[src/rtl/fwd_pkg.sv]
// Shared types and constants for the EX-stage forwarding / load-use hazard logic.
// Honours the FORWARDING_EN build macro through the modules that import it.
package fwd_pkg;

  localparam int unsigned NREG  = 32;
  localparam int unsigned REG_W = $clog2(NREG);

  localparam logic [1:0] SEL_REG   = 2'b00;
  localparam logic [1:0] SEL_EXMEM = 2'b01;
  localparam logic [1:0] SEL_MEMWB = 2'b10;

  localparam logic [REG_W-1:0] REG_ZERO = 5'd0;

  typedef struct packed {
    logic             valid;
    logic [REG_W-1:0] rd;
    logic             regwrite;
    logic             memread;
  } stage_t;

  typedef enum logic [1:0] {
    RUN      = 2'd0,
    STALL2   = 2'd1,
    LU_STALL = 2'd2
  } state_t;

  // True when the stage entry will write src; r0 never counts as a producer.
  function automatic logic writes_src(input logic [REG_W-1:0] src, input stage_t e);
    return e.valid && e.regwrite && (src != REG_ZERO) && (e.rd == src);
  endfunction

endpackage

[src/rtl/fwd_compare.sv]
// Per-source dependency check against the ID/EX and EX/MEM shadow entries.
// FORWARDING_EN selects forwarding selects vs. stall-on-any-RAW behaviour.
module fwd_compare
  import fwd_pkg::*;
(
  input  logic [REG_W-1:0] src,
  input  stage_t           idex,
  input  stage_t           exmem,
  output logic [1:0]       sel,
  output logic             hazard
);

  logic unused_memread;
  assign unused_memread = idex.memread ^ exmem.memread;

  always_comb begin
    sel    = SEL_REG;
    hazard = 1'b0;
`ifdef FORWARDING_EN
    // A load one ahead cannot be forwarded in time; it must stall instead.
    if (writes_src(src, idex)) begin
      if (idex.memread) hazard = 1'b1;
      else              sel    = SEL_EXMEM;
    end else if (writes_src(src, exmem)) begin
      sel = SEL_MEMWB;
    end
`else
    hazard = writes_src(src, idex) || writes_src(src, exmem);
`endif
  end

endmodule

[src/rtl/forwarding_hazard_unit.sv]
// Operand-mux select generation and hazard stall/bubble control for the EX stage.
// Build macro FORWARDING_EN enables forwarding; otherwise every RAW dependency stalls.
module forwarding_hazard_unit
  import fwd_pkg::*;
(
  input  logic             clk,
  input  logic             reset,
  input  logic [REG_W-1:0] id_rs,
  input  logic [REG_W-1:0] id_rt,
  input  logic [REG_W-1:0] id_rd,
  input  logic             id_regwrite,
  input  logic             id_memread,
  input  logic             id_valid,
  input  logic             ext_stall,
  input  logic             flush,
  output logic [1:0]       sel_a,
  output logic [1:0]       sel_b,
  output logic             stall,
  output logic             bubble
);

  stage_t idex_q, exmem_q, memwb_q;
  stage_t idex_d;
  state_t state_q, state_d;

  logic [1:0] sel_a_d, sel_b_d;
  logic       haz_a, haz_b;
  logic       hazard, kill, issue_ok;

  fwd_compare u_cmp_a (
    .src    (id_rs),
    .idex   (idex_q),
    .exmem  (exmem_q),
    .sel    (sel_a_d),
    .hazard (haz_a)
  );

  fwd_compare u_cmp_b (
    .src    (id_rt),
    .idex   (idex_q),
    .exmem  (exmem_q),
    .sel    (sel_b_d),
    .hazard (haz_b)
  );

  assign hazard   = id_valid & (haz_a | haz_b);
  assign kill     = flush | hazard;
  assign issue_ok = id_valid & ~kill;

  // Freeze masks everything; flush wins over a stall but still injects a NOP.
  assign stall  = ~ext_stall & ~flush & hazard;
  assign bubble = ~ext_stall & kill;

  logic unused_memwb;
  assign unused_memwb = ^memwb_q;

  always_comb begin
    idex_d          = '0;
    idex_d.valid    = issue_ok;
    idex_d.rd       = id_rd;
    idex_d.regwrite = id_regwrite;
    idex_d.memread  = id_memread;
  end

  always_ff @(posedge clk) begin
    if (reset) begin
      idex_q  <= '0;
      exmem_q <= '0;
      memwb_q <= '0;
      sel_a   <= SEL_REG;
      sel_b   <= SEL_REG;
    end else if (!ext_stall) begin
      idex_q  <= idex_d;
      exmem_q <= idex_q;
      memwb_q <= exmem_q;
      sel_a   <= issue_ok ? sel_a_d : SEL_REG;
      sel_b   <= issue_ok ? sel_b_d : SEL_REG;
    end
  end

  always_ff @(posedge clk) begin
    if (reset) state_q <= RUN;
    else       state_q <= state_d;
  end

`ifndef FORWARDING_EN
  logic idex_dep;
  assign idex_dep = writes_src(id_rs, idex_q) | writes_src(id_rt, idex_q);
`endif

  always_comb begin
    state_d = state_q;
    if (!ext_stall) begin
      unique case (state_q)
        RUN: begin
          if (stall) begin
`ifdef FORWARDING_EN
            state_d = LU_STALL;
`else
            // A producer still in ID/EX costs two stall cycles, one in EX/MEM costs one.
            state_d = idex_dep ? STALL2 : LU_STALL;
`endif
          end
        end
        STALL2:   state_d = flush ? RUN : LU_STALL;
        LU_STALL: state_d = RUN;
        default:  state_d = RUN;
      endcase
    end
  end

endmodule
[config.mk]
export PLATFORM = sky130hd
export DESIGN_NAME = forwarding_hazard_unit
export DESIGN_NICKNAME = d
export VERILOG_FILES = /design/src/rtl/fwd_pkg.sv /design/src/rtl/fwd_compare.sv /design/src/rtl/forwarding_hazard_unit.sv
export SDC_FILE = /design/constraint.sdc
export NUM_CORES = 1
export LEC_CHECK = 0
export BUFFER_PORTS_ARGS = -buffer_cell sky130_fd_sc_hd__buf_2
export CORE_UTILIZATION = 48
export DETAILED_ROUTE_END_ITERATION = 16
export PLACE_DENSITY = 0.88
export SLEW_MARGIN = 40
export SYNTH_ARGS = -nofsm -noshare
export SYNTH_HDL_FRONTEND = slang
export SYNTH_SLANG_ARGS = --single-unit
[constraint.sdc]
create_clock -name clk -period 1.25 [get_ports clk]
set_clock_uncertainty 0.05 [all_clocks]
set_input_delay 0.125 -clock clk [delete_from_list [all_inputs] [get_ports clk]]
set_output_delay 0.125 -clock clk [all_outputs]
set_load 0.005 [all_outputs]
==> results.yml <==
logic_synthesis:
  synth_most_common_cell: "xnor2_1"
  syn_area_per_cell_um2: 8.81
  netlist_top_cells_area: "dfxtp_1 34%, xnor2_1 21%, mux2i_1 16%, nor2_1 7.8%, buf_4 3.7%"
  synth_top_cell_by_area: "dfxtp_1"
  synth-edff-count: 0
  syn_inst: 93
  synth_top_area_share_pct: 34.2
  synth-main-ff-cell: "dfxtp_1"
  async_flop_share_pct: 0
  yosysSeqAreaShare_pct: 34.2
  syn_area_um2: 820
  ys_ff_latch: 14
  yosysWarnings: 0
  synth_cell_type_count: 17
  netlist_top_cells_count: "20 x xnor2_1, 17 x nor2_1, 14 x dfxtp_1, 13 x mux2i_1"
floorplan:
  dieArea_um2: 1880
  die_h_um: 43.3
  die_x_um: 43.3
  start_util_pct: 52.6
  pin_count: 28
  fp.coreArea_um2: 1560
  rows: 14
timing:
  final.period_utilization_pct: 129
  fin_setup_tns_ns: -0.775
  finalHoldViolations: 0
  rsz0062_at_grt: "true"
  setup_viol: 3
  clock.fmax_ghz: 0.621
  drv_slew: 0
  min_period_ns: 1.61
  worst_slack_ns: -0.361
global_routing:
  grt_usage_pct: 22.3
  grt_pass1_wl_mm: 3.12
  grt_antenna_before_repair: 0
  overflow: 0
  grt_max_degree: 16
  first_global_vias: 749
worst_setup_path:
  rr_worst_depth: 6
  critical_path.top_delay_family: "compound AO/OA/AOI/OAI gates"
  critPathSlowestCell: "dfxtp_2"
  crit_buf_inv: 1
  crit_start: "exmem_q[2]$_SDFFE_PP0N_"
  critPathRequiredTime_ns: 1.08
  r2r-start: "exmem_q[2]$_SDFFE_PP0N_"
  cp-end-kind: "output port"
  reg2reg_to: "idex_q[7]$_SDFFE_PP0N_"
  critPathArrivalTime_ns: 1.44
  cp-start-kind: "register"
  crit_cells: 6
  critPathKind: "reg2out"
  max_stage_delay_ns: 0.35
  path_max_fanout: 3
  reg2reg_slack_ns: -0.07
  crit_end: "bubble"
  crit_chain: "xnor2_2 -> nand4_1 -> o22ai_2 -> a22oi_2 -> o22ai_1 -> buf_2"
detailed_routing:
  via_count: 718
  route.antenna.remaining_nets: 0
  wire_per_inst_um: 12.6
  drcViolationCount: 6
  firstDrtPassIters: 10
  vias_per_cell: 5.20
  first_iter_violations: 16
  wirelength_mm: 1.74
pwr:
  power_frac_seq_pct: 51.4
  p_switching_mw: 0.260
  power.total_mw: 0.958
  swShare_pct: 27.1
  power_frac_comb_pct: 22.3
  peakVddDrop_mv: 0.654
  power.density_nw_per_um2: 882
  p_int_mw: 0.699
  pwr-share-clk_pct: 26.4
  leakage_nw: 0.468
job:
  drv_cap: 0
place:
  numPortBuffers: 22
  place.gp.congestion: 0.867
  dpl_cell_area_um2: 970
  dpl.cell_count: 134
  hpwl_mm: 1.30
cells_and_area:
  final_cells: 138
  multi_input_area_um2: 574
  fillers: 113
  stdcell_area_um2: 1090
  antennaDiodeCount: 0
  syn_to_final_growth_pct: 32.5
  drive_above_1_share_pct: 44.3
  regArea_um2: 295
  finalNetCount: 146
clock_network:
  cts_tree: "built"
  clockRootBuffer: "clkbuf_4"
  cts.clk_slew.worst_paths_ns: 0.08
  cts.sinks: 14
  cts_buffers: 3
  clock_latency_ns: 0.28
  cts.path.max_buffers: 2
  htree_levels: 1
hold_path:
  hp-class: "in2reg"
status:
  violations: "DRC, setup timing"
  outcome: "complete, but fails checks"
## worst min-delay path by stage
stage / from / end / depth (start not counted)
global route: id_rd[1] / idex_q[3]$_SDFFE_PP0N_ / 3
CTS: id_rd[2] / idex_q[4]$_SDFFE_PP0N_ / 3
global placement: id_rd[0] / idex_q[2]$_SDFFE_PP0N_ / 3
floorplan: reset / exmem_q[4]$_SDFFE_PP0N_ / 1
detailed placement: id_rd[2] / idex_q[4]$_SDFFE_PP0N_ / 3
finish: id_rd[2] / idex_q[4]$_SDFFE_PP0N_ / 3
## what timing repair did
| action | in CTS | in global routing |
|---|---|---|
| endpoints found under the setup margin | 3 | 3 |
| gates resized for setup | 17 | 4 |
| buffers inserted | 1 | 0 |
| pin swaps | 10 | 6 |
| hold buffers | 0 | 0 |
## power by group through the flow
| stage | Sequential (mW) | Combinational (mW) | Clock, mW |
|---|---|---|---|
| global route | 0.495 | 0.234 | 0.275 |
| finish | 0.492 | 0.213 | 0.253 |
| detailed placement | 0.498 | 0.192 | 0 |
| global placement | 0.496 | 0.186 | 0 |
| CTS | 0.491 | 0.202 | 0.257 |
| floorplan | 0.495 | 0.122 | 0 |
## area by class of cell
class	count	area share [%]
Sequential cell	14	27.2
Inverter	1	0.346
Clock buffer	3	2.07
Tap cell	16	1.84
Timing Repair Buffer	30	15.7
Multi-Input combinational cell	74	52.9
## metrics by stage
stage	setup slack, ns	hold WS (ns)	utilization [%]
global placement	-0.0708	0.304	62.2
global route	-0.452	0.0231	69.7
finish	-0.361	0.0177	69.7
CTS	-0.339	0.0164	67.7
detailed placement	-0.0910	0.312	62.2
floorplan	0.0737	0.147	-
## tightest hold or removal path, stage by stage
cell     delay, ns
buf_2         0.07
mux2i_1       0.05
nor2_1        0.07
## logic make-up after synthesis
logic type      after synthesis  share of synthesized area, %
compound gates                5                          4.89
mux                          13                          15.9
flops                        14                          34.2
other cells                   1                         0.458
buf+inv                       8                          5.80
simple gates                 32                          17.4
xor+xnor                     20                          21.4
## registers in the layout, summed over array words and instances (netlist names)
signal / flops
exmem_q: 7
idex_q: 7
## metal layers
layer  wire (um)  GRT usage (%)  vias to the layer above  part of all wire [%]
met4          51           13.8                        0                   2.9
met2         807           35.5                       27                    46
li1            -              -                      364                     -
met5           0              0                        -                     0
met1         770           26.8                      320                    44
met3         108           5.53                        7                   6.2
## layout by cell type (no fill, tap or decap), types with 7 or more instances in the layout
cell type and count:
xnor2_1 13, nor2_1 17, mux2i_1 13, dfxtp_2 9, buf_2 22, buf_4 8, xnor2_2 7
Power figures use the tool's default switching activity.
